[src/rtl/traffic_phase_scheduler.sv]
// Two-road traffic phase scheduler with a one-second timebase and sensor-gated greens.
// Defining PED_PHASE_EN adds the pedestrian button, pending latch and WALK phase.
module traffic_phase_scheduler #(
    parameter int CLK_HZ   = 50000000,
    parameter int T_GREEN  = 25,
    parameter int T_YELLOW = 3,
    parameter int T_ALLRED = 2,
    parameter int T_WALK   = 10
) (
    input  logic       clk50M,
    input  logic       Reset,
    input  logic       S1,
    input  logic       S2,
    input  logic       PB,
    output logic       LR1,
    output logic       LY1,
    output logic       LG1,
    output logic       LR2,
    output logic       LY2,
    output logic       LG2,
    output logic       WALK,
    output logic [7:0] remain,
    output logic [2:0] phase
);

    localparam logic [2:0] ST_AR_INIT = 3'd0;
    localparam logic [2:0] ST_G1      = 3'd1;
    localparam logic [2:0] ST_Y1      = 3'd2;
    localparam logic [2:0] ST_AR1     = 3'd3;
    localparam logic [2:0] ST_G2      = 3'd4;
    localparam logic [2:0] ST_Y2      = 3'd5;
    localparam logic [2:0] ST_AR2     = 3'd6;
    localparam logic [2:0] ST_WALK    = 3'd7;

    localparam int               DIV_W    = (CLK_HZ > 1) ? $clog2(CLK_HZ) : 1;
    localparam logic [DIV_W-1:0] DIV_LAST = DIV_W'(CLK_HZ - 1);

    logic [DIV_W-1:0] div_cnt;
    logic             sec_tick;
    logic [2:0]       state;
    logic [2:0]       state_nx;
    logic [7:0]       remain_nx;
    logic             adv;
    logic             ped_pending;
    logic             ret_g2;

    function automatic logic [7:0] sat_dec(input logic [7:0] v);
        return (v == 8'd0) ? 8'd0 : v - 8'd1;
    endfunction

    function automatic logic [7:0] phase_dur(input logic [2:0] st);
        case (st)
            ST_G1, ST_G2: phase_dur = 8'(T_GREEN);
            ST_Y1, ST_Y2: phase_dur = 8'(T_YELLOW);
            ST_WALK:      phase_dur = 8'(T_WALK);
            default:      phase_dur = 8'(T_ALLRED);
        endcase
    endfunction

    // Lamp vector order: {LR1, LY1, LG1, LR2, LY2, LG2, WALK}
    function automatic logic [6:0] lamp_dec(input logic [2:0] st);
        case (st)
            ST_G1:   lamp_dec = 7'b001_100_0;
            ST_Y1:   lamp_dec = 7'b010_100_0;
            ST_G2:   lamp_dec = 7'b100_001_0;
            ST_Y2:   lamp_dec = 7'b100_010_0;
            ST_WALK: lamp_dec = 7'b100_100_1;
            default: lamp_dec = 7'b100_100_0;
        endcase
    endfunction

    assign sec_tick = (div_cnt == DIV_LAST);

    always_ff @(posedge clk50M) begin
        if (!Reset) begin
            div_cnt <= '0;
        end else if (sec_tick) begin
            div_cnt <= '0;
        end else begin
            div_cnt <= div_cnt + DIV_W'(1);
        end
    end

`ifdef PED_PHASE_EN
    // Button latch; cleared by the very edge that enters WALK, deaf while in WALK.
    always_ff @(posedge clk50M) begin
        if (!Reset) begin
            ped_pending <= 1'b0;
        end else if (state_nx == ST_WALK && state != ST_WALK) begin
            ped_pending <= 1'b0;
        end else if (PB && state != ST_WALK) begin
            ped_pending <= 1'b1;
        end
    end
`else
    logic unused_pb;
    assign unused_pb   = PB;
    assign ped_pending = 1'b0;
`endif

    // A green whose timer ran out without demand rests at remain=0 until demand appears.
    always_comb begin
        state_nx = state;
        if (sec_tick && remain <= 8'd1) begin
            case (state)
                ST_AR_INIT: state_nx = ST_G1;
                ST_G1:      if (S2 || ped_pending) state_nx = ST_Y1;
                ST_Y1:      state_nx = ST_AR1;
                ST_AR1:     state_nx = ped_pending ? ST_WALK : ST_G2;
                ST_G2:      if (S1 || ped_pending) state_nx = ST_Y2;
                ST_Y2:      state_nx = ST_AR2;
                ST_AR2:     state_nx = ped_pending ? ST_WALK : ST_G1;
                ST_WALK:    state_nx = ret_g2 ? ST_G2 : ST_G1;
                default:    state_nx = ST_AR_INIT;
            endcase
        end
        adv = (state_nx != state);
        if (adv) begin
            remain_nx = phase_dur(state_nx);
        end else if (sec_tick) begin
            remain_nx = sat_dec(remain);
        end else begin
            remain_nx = remain;
        end
    end

    // Lamps decode the next state so they switch on the same edge as the state register.
    always_ff @(posedge clk50M) begin
        if (!Reset) begin
            state  <= ST_AR_INIT;
            remain <= 8'(T_ALLRED);
            ret_g2 <= 1'b0;
            {LR1, LY1, LG1, LR2, LY2, LG2, WALK} <= lamp_dec(ST_AR_INIT);
        end else begin
            state  <= state_nx;
            remain <= remain_nx;
            {LR1, LY1, LG1, LR2, LY2, LG2, WALK} <= lamp_dec(state_nx);
            if (state_nx == ST_WALK && state != ST_WALK) begin
                ret_g2 <= (state == ST_AR1);
            end
        end
    end

    assign phase = state;

endmodule
[config.mk]
export PLATFORM = sky130hd
export DESIGN_NAME = traffic_phase_scheduler
export DESIGN_NICKNAME = d
export VERILOG_FILES = /design/src/rtl/traffic_phase_scheduler.sv
export SDC_FILE = /design/constraint.sdc
export NUM_CORES = 1
export LEC_CHECK = 0
export ABC_AREA = 1
export CORE_ASPECT_RATIO = 1.1
export CORE_UTILIZATION = 40
export CTS_CLUSTER_DIAMETER = 40
export DETAILED_ROUTE_END_ITERATION = 8
export HOLD_SLACK_MARGIN = 0.12
export PLACE_DENSITY = 0.64
export REMOVE_ABC_BUFFERS = 1
export SLEW_MARGIN = 30
export SYNTH_ARGS = -nofsm -noshare
export SYNTH_HDL_FRONTEND = slang
export SYNTH_SLANG_ARGS = --single-unit
[constraint.sdc]
create_clock -name clk50M -period 5.3 [get_ports clk50M]
set_input_delay 1.06 -clock clk50M [delete_from_list [all_inputs] [get_ports clk50M]]
set_output_delay 1.06 -clock clk50M [all_outputs]
set_load 0.02 [all_outputs]
Yosys cells after proc, flatten, opt, wreduce, memory -nomap -nowiden
Index checks and enable logic that the tools add are counted.
{"block": "op_classes", "addsub": 2, "multipliers": 0, "n_div": 0, "order_cmp": 1, "n_eq_ne": 15, "n_shift": 0, "n_mux": 10, "n_bitwise": 1, "reduce_logical": 9}
{"operator": "7-bit one-hot mux with 5 select lines", "n": 1}
{"operator": "26-bit by 1-bit adder with 26-bit output (second input constant)", "n": 1}
{"operator": "26-bit == test (second input constant)", "n": 1}
{"operator": "8-bit two-way mux", "n": 3}
{"operator": "3-bit == test (second input constant)", "n": 7}
{"operator": "3-bit one-hot mux with 7 select lines", "n": 1}
{"operator": "5-bit one-hot mux with 3 select lines", "n": 1}
{"operator": "3-bit two-way mux", "n": 4}
{"operator": "3-bit by 2-bit == test with 1-bit output (second input constant)", "n": 3}
{"operator": "8-bit by 1-bit less-or-equal comparator with 1-bit output (second input constant)", "n": 1}
{"operator": "8-bit zero test", "n": 1}
{"operator": "2-bit OR reduction", "n": 4}
{"operator": "8-bit by 1-bit subtractor with 8-bit output (second input constant)", "n": 1}
{"operator": "3-bit by 1-bit == test with 1-bit output (second input constant)", "n": 2}
{"operator": "3-bit zero test", "n": 1}
{"operator": "3-bit != test", "n": 1}
{"operator": "3-bit != test (second input constant)", "n": 1}
{"operator": "1-bit logical AND", "n": 2}
{"operator": "2-bit nonzero test", "n": 1}
{"operator": "1-bit NOT", "n": 1}
{"block": "totals", "regBits": 45, "latch_bits": 0, "ram_bits": 0, "mem_bits_ro": 0, "output_inout_bits": 18, "word_cells": 49, "n_memories": 0}

Longest topological paths before layout
Gate-level depths: netlist (run 1).
{"block": "depth", "ltp_word": 8, "ltp_mapped": 15}

Worst setup path after synthesis (run 1)
Ideal clock, no wire load.
{"block": "synth_timing", "path_type": "input to register", "from": "in S2", "to": "reg remain[1]", "arrival_time_ns": 1.961, "t_required_ns": 5.173, "slack_ns": 3.212, "stages": 10, "n_path_buf": 0, "path_cell_list": "inv_1 > nand2_1 > a21oi_1 > inv_1 > nand4_1 > nand3_2 > inv_2 > o21ai_0 > nand3_1 > o211ai_1"}
{"block": "synth_between", "elab_chain_cells": 7, "word_cells_on_any_way": 14}
{"item": "from (decl)", "line_no": "13", "text": "input logic S2,"}
{"item": "3-bit two-way mux (*)", "line_no": "107", "text": "ST_G1: if (S2 || ped_pending) state_nx = ST_Y1;"}
{"item": "3-bit one-hot mux with 7 select lines (*)", "line_no": "105", "text": "case (state)"}
{"item": "3-bit two-way mux (*)", "line_no": "104", "text": "if (sec_tick && remain <= 8'd1) begin"}
{"item": "3-bit == test (tied with other cells)", "line_no": "52", "text": "case (st)"}
{"item": "2-bit OR reduction", "line_no": "52"}
{"item": "5-bit one-hot mux with 3 select lines", "line_no": "52"}
{"item": "8-bit two-way mux", "line_no": "118", "text": "if (adv) begin"}
{"item": "to (signal assigned)", "line_no": "131", "text": "remain <= 8'(T_ALLRED);"}
{"item": "to (signal assigned)", "line_no": "136", "text": "remain <= remain_nx;"}
{"item": "to (decl)", "line_no": "22", "text": "output logic [7:0] remain,"}
Every way passes the cells marked *; elsewhere a longest branch is shown, timed or not.
A chain may end at the register's enable or synchronous reset.

Worst setup path in the final report (run 1)
{"block": "layout_timing", "from": "in Reset", "to": "reg div_cnt[20]"}
{"block": "layout_between", "elab_chain_cells": 2}
{"item": "from (decl)", "line_no": "11", "text": "input logic Reset,"}
{"item": "1-bit NOT (no source line)"}
{"item": "2-bit OR reduction (no source line)"}
{"item": "to (signal assigned)", "line_no": "80", "text": "div_cnt <= div_cnt + DIV_W'(1);"}
{"item": "to (decl)", "line_no": "38", "text": "logic [DIV_W-1:0] div_cnt;"}
No other way between the ends.

==> flow_metrics.py, run 1 <==
metrics = {
    "yosys": {
        "synth_top_cell_by_area": "dfxtp_1",
        "synth_top_cells_by_area": "dfxtp_1 (34%), nand2_1 (11%), nor2_1 (6.6%)",
        "synth.ff_latch_count": 45,
        "syn_inst": 375,
        "yosys.area.top_type_share": 0.344,
        "top_flip_flop_cell_by_instance_count_after_synthesis": "dfxtp_1",
        "yosysWarningCount": 0,
        "synth_seq_area_share": 0.344,
        "yosys.cell_types.count": 38,
        "synth_enable_flop_cells": 0,
        "postSynth.asyncResetShare": 0,
        "synth.cell_area_mm2": 0.00262,
        "synthesis.area_per_instance_um2": 6.98,
    },
    "setup_path": {
        "timing.reg2reg.worst_path_depth": 9,
        "timing.setup.critical_path_class": "in2reg",
        "cp-start-kind": "input pin",
        "crit_path_end_kind": "register",
        "crit_fanout": 20,
        "required_ps": 5550,
        "worst-endpoint-arrival_ps": 2950,
    },
    "die": {
        "core_region_area_mm2": 0.00623,
        "start_util": 0.420,
        "dieWidth_um": 79.1,
        "die_area_mm2": 0.00687,
        "floorplan.die.height_um": 86.9,
        "std_cell_rows": 30,
        "ioPinCount": 23,
    },
    "timing": {
        "timing.max_slew.rel_slack": 0.565,
        "number_of_failing_hold_endpoints_at_the_final_stage": 0,
        "fmax_mhz": 370,
        "min_period_over_period": 0.510,
        "fin_tns_setup_ps": 0,
        "rsz0062_at_grt": "no",
        "timing.final.crit_period_ps": 2700,
        "setup_violation_total_in_the_final_timing_report": 0,
        "tightestPinTransition_ps": 652,
        "finalMaxSlewViolations": 0,
        "finalClockSkew_ps": 3.47,
    },
    "clock_network": {
        "cts_inserted_buffers": 5,
        "postCtsSetupRepairBufs": 0,
        "clk_pin_slew_worst_paths_ps": 80,
        "tritoncts": "yes",
        "post_cts_resize_count": 0,
        "cts_hold_repair.buffers": 0,
        "root_buffer": "clkbuf_8",
        "clock_sinks": 45,
        "htree_levels": 2,
        "cts.path.max_buffers": 2,
        "insertion_delay_to_the_later_sink_of_the_worst_skew_pair_ps": 300,
    },
    "pwr": {
        "cellLeakagePower_uw": 0.00123,
        "combinational_cell_fraction_of_total_power": 0.021,
        "vdd_drop_max_uv": 102,
        "power.internal_uw": 498,
        "fin_total_pwr_uw": 625,
        "p_seq_frac": 0.546,
        "switching_power_uw": 127,
        "switching_share": 0.203,
        "clock_power_share": 0.433,
        "power-per-cell-area_mw_per_mm2": 207,
    },
    "finish": {
        "final_standard_cell_count_with_taps_included_and_fillers_excluded": 479,
        "fin_nets": 407,
        "area_growth_syn_to_layout_pct": 15.1,
        "drive_above_1_share": 0.145,
        "sequential_cell_area_in_the_final_layout_um2": 901,
        "antenna_cells": 0,
        "multi_input_area_mm2": 0.00150,
        "fillerInstances": 666,
    },
    "detailed_routing": {
        "drc_errors": 0,
        "number_of_nets_with_antenna_violations_after_routing": 0,
        "drt_pre_antenna_iters": 4,
        "wl_met3_um": 221,
        "routed.top_layer": "met4",
        "route.final.wire_length_um": 5570,
        "routedWlPerCell_um": 11.6,
        "via_count": 2382,
        "met2_wirelength_um": 2500,
        "drt_iter0_drc": 106,
        "routedLengthMet1_um": 2770,
        "route.detailed.vias_per_inst": 4.97,
    },
    "grt": {
        "groute.usage.overall": 0.178,
        "grt_pass1_wl_um": 9760,
        "via_count_of_the_first_global_routing_pass": 2197,
        "grt_max_degree": 21,
        "globalRouteOverflowTotal": 0,
        "grt_antenna_before_repair": 0,
    },
    "placed_design": {
        "place.port_buffers": 21,
        "place.detailed.instances": 471,
        "gpl.final_weighted_congestion": 0.902,
        "dpl.hpwl_um": 4220,
    },
    "flow_run": {
        "max-cap-violations": 0,
    },
    "outcome": {
        "run_status": "finished clean",
    },
    "worst_hold_path": {
        "hold_path_depth": 1,
        "hold_class": "reg2reg",
    },
}
[state kept, by name (all words and copies together) (netlist names)]
name and count:
LG1 1, LG2 1, LR1 1, LR2 1
LY1 1, LY2 1, WALK 1, div_cnt 26
phase 3, remain 8, ret_g2 1
[routing by layer]
| layer | up-vias | GRT usage |
|---|---|---|
| li1 | 1263 | - |
| met3 | 6 | 0.0325 |
| met1 | 1069 | 0.240 |
| met2 | 44 | 0.287 |
| met4 | 0 | 0.0595 |
| met5 | - | 0 |
[final cells by class]
| cell class | count | area share |
|---|---|---|
| multi-input cells | 276 | 0.498 |
| flip-flops and latches | 45 | 0.299 |
| repair buffers | 21 | 0.0697 |
| inverters | 49 | 0.0618 |
| well taps | 80 | 0.0332 |
| clock buffers | 7 | 0.0286 |
| clock inverters | 1 | 0.00996 |
[cell usage in the layout, fill, tap and decap left out, types with 9 or more instances in the layout]
cell type / instances
nand2_2: 13
dfxtp_1: 45
nand2_1: 77
clkdlybuf4s50_1: 21
nor2_1: 46
nand4_1: 9
a21oi_1: 22
inv_1: 40
nand3_1: 32
nor3_1: 12
o21ai_0: 10
[cells in the mapped netlist (4+ instances only)]
| cell | count |
|---|---|
| nand2_1 | 77 |
| nor2_1 | 46 |
| dfxtp_1 | 45 |
| inv_1 | 40 |
| nand3_1 | 32 |
| a21oi_1 | 22 |
| nand2_2 | 13 |
| nor3_1 | 12 |
| o21ai_0 | 10 |
| nand4_1 | 9 |
| inv_2 | 8 |
| nor2_2 | 7 |
| nor2_4 | 5 |
| o21a_1 | 5 |
| ha_1 | 4 |
| xnor2_1 | 4 |
| xor2_1 | 4 |
[kinds of logic after synthesis]
| family | after synthesis | share of synthesized area |
|---|---|---|
| buffers and inverters | 54 | 0.0827 |
| xor gates and xnor gates | 8 | 0.0268 |
| and+or+nand+nor | 219 | 0.425 |
| DFF | 45 | 0.344 |
| adders and majority gates | 4 | 0.0191 |
| AOI/OAI and AO/OA | 45 | 0.102 |
[through the flow]
step / setup slack [ps] / hold WS (ps) / instance area, µm² / util
after detailed placement: 2270 / 445 / 2900 / 0.465
final: 2600 / 456 / 3020 / 0.484
after floorplan: 3210 / 418 / 2590 / -
after CTS: 2580 / 460 / 3020 / 0.484
after global placement: 2240 / 431 / 2900 / 0.465
after global routing: 2350 / 483 / 3020 / 0.484
[power by group through the flow]
| stage | Clock (µW) | Combinational, µW | Sequential [µW] |
|---|---|---|---|
| floorplan | 0 | 8.06 | 349 |
| global placement | 0 | 13.4 | 349 |
| detailed placement | 0 | 13.4 | 349 |
| CTS | 279 | 13.4 | 341 |
| global route | 290 | 15.0 | 341 |
| finish | 270 | 13.3 | 341 |
[critical path: stages]
cell and delay [ps]:
clkdlybuf4s50_1 560, inv_1 260, nor2_2 340, inv_1 370, a21oi_1 220, o21a_1 130
[worst paths after layout]
kind / startpoint / end / slack (ps)
worst max-delay path: Reset / div_cnt[20] / 2600
worst max register to register: div_cnt[0] / div_cnt[20] / 3150
worst min-delay path: div_cnt[0] / div_cnt[0] / 460
worst min register to register: div_cnt[0] / div_cnt[0] / 460
Note: power is estimated with default switching activity, not from simulation.
==> run 2, diff against run 1 <==
Settings changed: PLACE_DENSITY 0.64 to 0.66.
Clock period 5.3 ns to 2.19 ns, I/O delays scaled along.
==> run 2 against run 1 <==
Against the previous run: total power up 130%; final cell count up 1.3%; clock skew grew 2.4 ps; global-route usage decreased by 0.69 points; clock power grew 110%; setup slack got worse by 2400 ps; critical path depth increased by 6.
==> flow_metrics.py, run 2 (same netlist as run 1, synthesis figures left out) <==
metrics = {
    "outcome": {
        "run_status": "finished clean",
    },
    "clock_network": {
        "insertion_delay_to_the_later_sink_of_the_worst_skew_pair_ps": 290,
        "tritoncts": "yes",
        "cts_inserted_buffers": 5,
        "root_buffer": "clkbuf_8",
        "clock_sinks": 45,
        "cts.path.max_buffers": 2,
        "htree_levels": 2,
        "clk_pin_slew_worst_paths_ps": 80,
        "cts_hold_repair.buffers": 0,
    },
    "pwr": {
        "cellLeakagePower_uw": 0.00126,
        "power-per-cell-area_mw_per_mm2": 466,
        "vdd_drop_max_uv": 267,
    },
    "timing": {
        "setup_violation_total_in_the_final_timing_report": 0,
        "number_of_failing_hold_endpoints_at_the_final_stage": 0,
        "final_hold_slack_ps": 434,
        "finalMaxSlewViolations": 0,
        "timing.final.crit_period_ps": 2000,
        "rsz0062_at_grt": "no",
        "fin_tns_setup_ps": 0,
        "min_period_over_period": 0.912,
        "timing.max_slew.rel_slack": 0.754,
        "finalClockSkew_ps": 5.92,
        "final.setup.worst_slack_ps": 193,
        "fmax_mhz": 501,
        "tightestPinTransition_ps": 365,
    },
    "grt": {
        "groute.usage.overall": 0.172,
        "grt_max_degree": 21,
        "via_count_of_the_first_global_routing_pass": 2235,
        "grt_antenna_before_repair": 0,
        "globalRouteOverflowTotal": 0,
        "grt_pass1_wl_um": 9480,
    },
    "flow_run": {
        "max-cap-violations": 0,
    },
    "finish": {
        "antenna_cells": 0,
        "final_cell_mix": "nand2_1 (77), nor2_1 (46), dfxtp_1 (44)",
        "regMostFlops": "div_cnt",
        "drive_above_1_share": 0.165,
        "flip_flop_count_of_the_largest_register_all_copies_and_words_added": 26,
        "mostFrequentLayoutCell": "nand2_1",
        "area_growth_syn_to_layout_pct": 17.1,
        "fin_nets": 413,
        "fillerInstances": 649,
        "sequential_cell_area_in_the_final_layout_um2": 902,
        "multi_input_area_mm2": 0.00151,
    },
    "setup_path": {
        "cp.buffers_inverters": 1,
        "reg2reg_slack_ps": 190,
        "crit_fanout": 6,
        "critPathSlowestCell": "dfxtp_1",
        "worst-endpoint-arrival_ps": 2220,
        "max_stage_delay_ps": 330,
        "cpMostUsedCell": "nand2_1",
        "cp-start-kind": "register",
        "r2r-start": "remain[1]",
        "path_delay_family": "simple AND/OR/NAND/NOR gates",
        "required_ps": 2410,
        "critical_path_cell_count": 12,
        "rr_endpoint": "remain[6]",
        "timing.reg2reg.worst_path_depth": 12,
        "worstPathCellList": "inv_1 > ha_1 > nor2_1 > nor3_4 > nand3_1 > nand2_1 > nand2_1 > nand2_1 > nand2_1 > a21oi_2 > nand3_1 > a21oi_1",
        "timing.setup.critical_path_class": "reg2reg",
        "crit_path_end_kind": "register",
    },
    "placed_design": {
        "dpl.hpwl_um": 4200,
        "place.port_buffers": 21,
        "gpl.final_weighted_congestion": 0.894,
        "dp_worst_setup_slack_ps": 90.9,
    },
    "detailed_routing": {
        "route.detailed.vias_per_inst": 4.99,
        "drc_errors": 0,
        "via_count": 2422,
        "drt_iter0_drc": 96,
        "drt_pre_antenna_iters": 4,
        "number_of_nets_with_antenna_violations_after_routing": 0,
        "routedWlPerCell_um": 11.3,
        "route.final.wire_length_um": 5470,
    },
    "worst_hold_path": {
        "hold_path_depth": 1,
        "hold_class": "reg2reg",
        "holdCritStartpoint": "div_cnt[0]",
        "hold_end": "div_cnt[0]",
    },
    "die": {
        "ioPinCount": 23,
        "die_area_mm2": 0.00687,
        "dieWidth_um": 79.1,
        "std_cell_rows": 30,
        "start_util": 0.420,
        "floorplan.die.height_um": 86.9,
        "core_region_area_mm2": 0.00623,
    },
}
[run 2: power by group]
part	switching, µW	leakage [µW]	internal, µW
clock	277	0.0000542	286
combinational	22.6	0.000847	17.1
sequential	3.31	0.000363	822
total	303	0.00126	1120
[run 2: layout make-up]
class | instances | share of cell area
clock buffer | 7 | 0.0314
sequential | 45 | 0.294
multi-input combinational | 276 | 0.492
clock inverter | 1 | 0.00163
inverter | 49 | 0.0608
timing repair buffer | 27 | 0.0873
tap | 80 | 0.0326
[run 2: repair_timing]
item,in CTS,in global routing
gates resized for setup,0,3
buffers inserted,0,1
endpoints found under the setup margin,0,6
[run 2: worst max-delay path by stage]
| stage | startpoint | to | slack (ps) |
|---|---|---|---|
| 2_1_floorplan | remain[0] | remain[1] | 300 |
| 3_3_place_gp | S2 | remain[1] | 120 |
| 3_5_place_dp | S2 | remain[1] | 90 |
| 4_1_cts | div_cnt[0] | remain[1] | 130 |
| 6_report | remain[1] | remain[6] | 190 |
| 5_1_grt | remain[1] | remain[5] | 1 |
[run 2: routing by layer]
metal / global-route usage / routed length (µm)
met1: 0.215 / 2590
met2: 0.298 / 2680
met3: 0.0293 / 168
met4: 0.0545 / 21
met5: 0 / 0
[run 2: through the flow]
stage | utilization | area, µm² | std cells | total power [µW]
global placement | 0.473 | 2950 | 476 | 884
global route | 0.492 | 3070 | 485 | 1490
floorplan | - | 2590 | 370 | 863
finish | 0.492 | 3070 | 485 | 1430
detailed placement | 0.473 | 2950 | 476 | 885
CTS | 0.490 | 3050 | 484 | 1450
==> patch, RTL diff (settings of run 2) <==
Change the parameter `CLK_HZ` from 50000000 to 25000000.
--- a/src/rtl/traffic_phase_scheduler.sv
+++ b/src/rtl/traffic_phase_scheduler.sv
@@ -1,7 +1,7 @@
 // Two-road traffic phase scheduler with a one-second timebase and sensor-gated greens.
 // Defining PED_PHASE_EN adds the pedestrian button, pending latch and WALK phase.
 module traffic_phase_scheduler #(
-    parameter int CLK_HZ   = 50000000,
+    parameter int CLK_HZ   = 25000000,
     parameter int T_GREEN  = 25,
     parameter int T_YELLOW = 3,
     parameter int T_ALLRED = 2,
Function: no difference found for any inputs over 10 cycles, from zero or initial values and one cycle with Reset low; that may be too few to reach the edited logic, so the function may still have changed.
==> patch against run 2 <==
Total power increased by 2.4%; clock power increased by 11%; cell count grew 3.1%; via count fell by 0.87%; setup slack improved by 61 ps; area after synthesis down 0.14%; sequential cell count shrank 1; design area shrank 0.73%; wire length grew 4.4%; highest routed layer unchanged.
==> patch: results (changes against run 2) <==
| Metric | Value |
|---|---|
| Clock power frac | 42.8% (was 39.4%) |
| Post-detail-place hpwl | 4.36 mm (was 4.20 mm) |
| Hold WS | 454 ps (was 434 ps) |
| Layout cell share with drive strength beyond 1 | 14.5% (was 16.5%) |
| Slew Limit Headroom | 66.7% (was 75.4%) |
| Via-to-Cell Ratio | 4.80 (was 4.99) |
| Cell Area, Placed | 2930 µm² (was 2950 µm²) |
| WHS Endpoint | ret_g2 (was div_cnt[0]) |
| Placed cell count | 492 (was 476) |
| VDD IR-drop max | 327 µV (was 267 µV) |
| Number of global-route vias before repair | 2,367 (was 2,235) |
| Final Skew | 13.1 ps (was 5.92 ps) |
| Sequential share of power | 55.1% (was 57.8%) |
| Filler instances | 642 (was 649) |
| WHS Path Cells | 2 (was 1) |
| Register-to-Register Path Depth | 14 (was 12) |
| Reg-to-reg endpoint | remain[3] (was remain[6]) |
| Starting DRC count in detailed routing | 72 (was 96) |
| Layout net count | 428 (was 413) |
| Drt total wl | 5.71 mm (was 5.47 mm) |
| Top cells by count, synth | nand2_1, nor2_1, dfxtp_1, inv_1, nand3_1 (unchanged) |
| Largest net degree at the start of global routing | 26 (was 21) |
| Global Route Usage Sum | 18.5% (was 17.2%) |
| Dpl ws | 58.2 ps (was 90.9 ps) |
| Starting Density | 42.0% (about the same) |
| Max reg flops | 25 (was 26) |
| Post-synth top area share | 33.7% (was 34.4%) |
| Status | finished clean (unchanged) |
| Tcrit/Tclk final | 88.4% (was 91.2%) |
| Register area | 881 µm² (was 902 µm²) |
| Worst path max stage delay | 360 ps (was 330 ps) |
| Synth top area cells | dfxtp_1, nand2_1, nor2_1, nand3_1, inv_1 (unchanged) |
| Synthesized instance count | 392 (was 375) |
| Sw Share | 21.2% (about the same) |
==> patch: worst register-to-register path: cells and delay by family, from the launching register on <==
family / cells / cell delay (ps)
adder cells (fa/ha/maj): 1 / 180
AND/OR/NAND/NOR: 11 / 1150
buffers and inverters: 2 / 150
flip-flops: 1 / 360
==> patch: metal layers <==
metal  routed length, µm  vias to the layer above  GRT usage, %
met3                 213                        7          3.37
met1                2620                     1054          22.0
met4                  86                        0          6.12
met5                   0                        -             0
li1                    -                     1296             -
met2                2790                       44          33.4
==> patch: cells by family after synthesis <==
| group | Yosys count |
|---|---|
| buf+inv | 59 |
| xor+xnor | 11 |
| flops | 44 |
| compound gates | 35 |
| simple gates | 239 |
| fa+ha+maj | 4 |
==> patch: final cells by class <==
type	count	share of cell area (%)
clock buffers	5	2.26
clock inverters	3	1.40
well taps	80	3.29
multi-input cells	289	49.4
flip-flops and latches	44	28.9
repair buffers	26	8.14
inverters	53	6.62
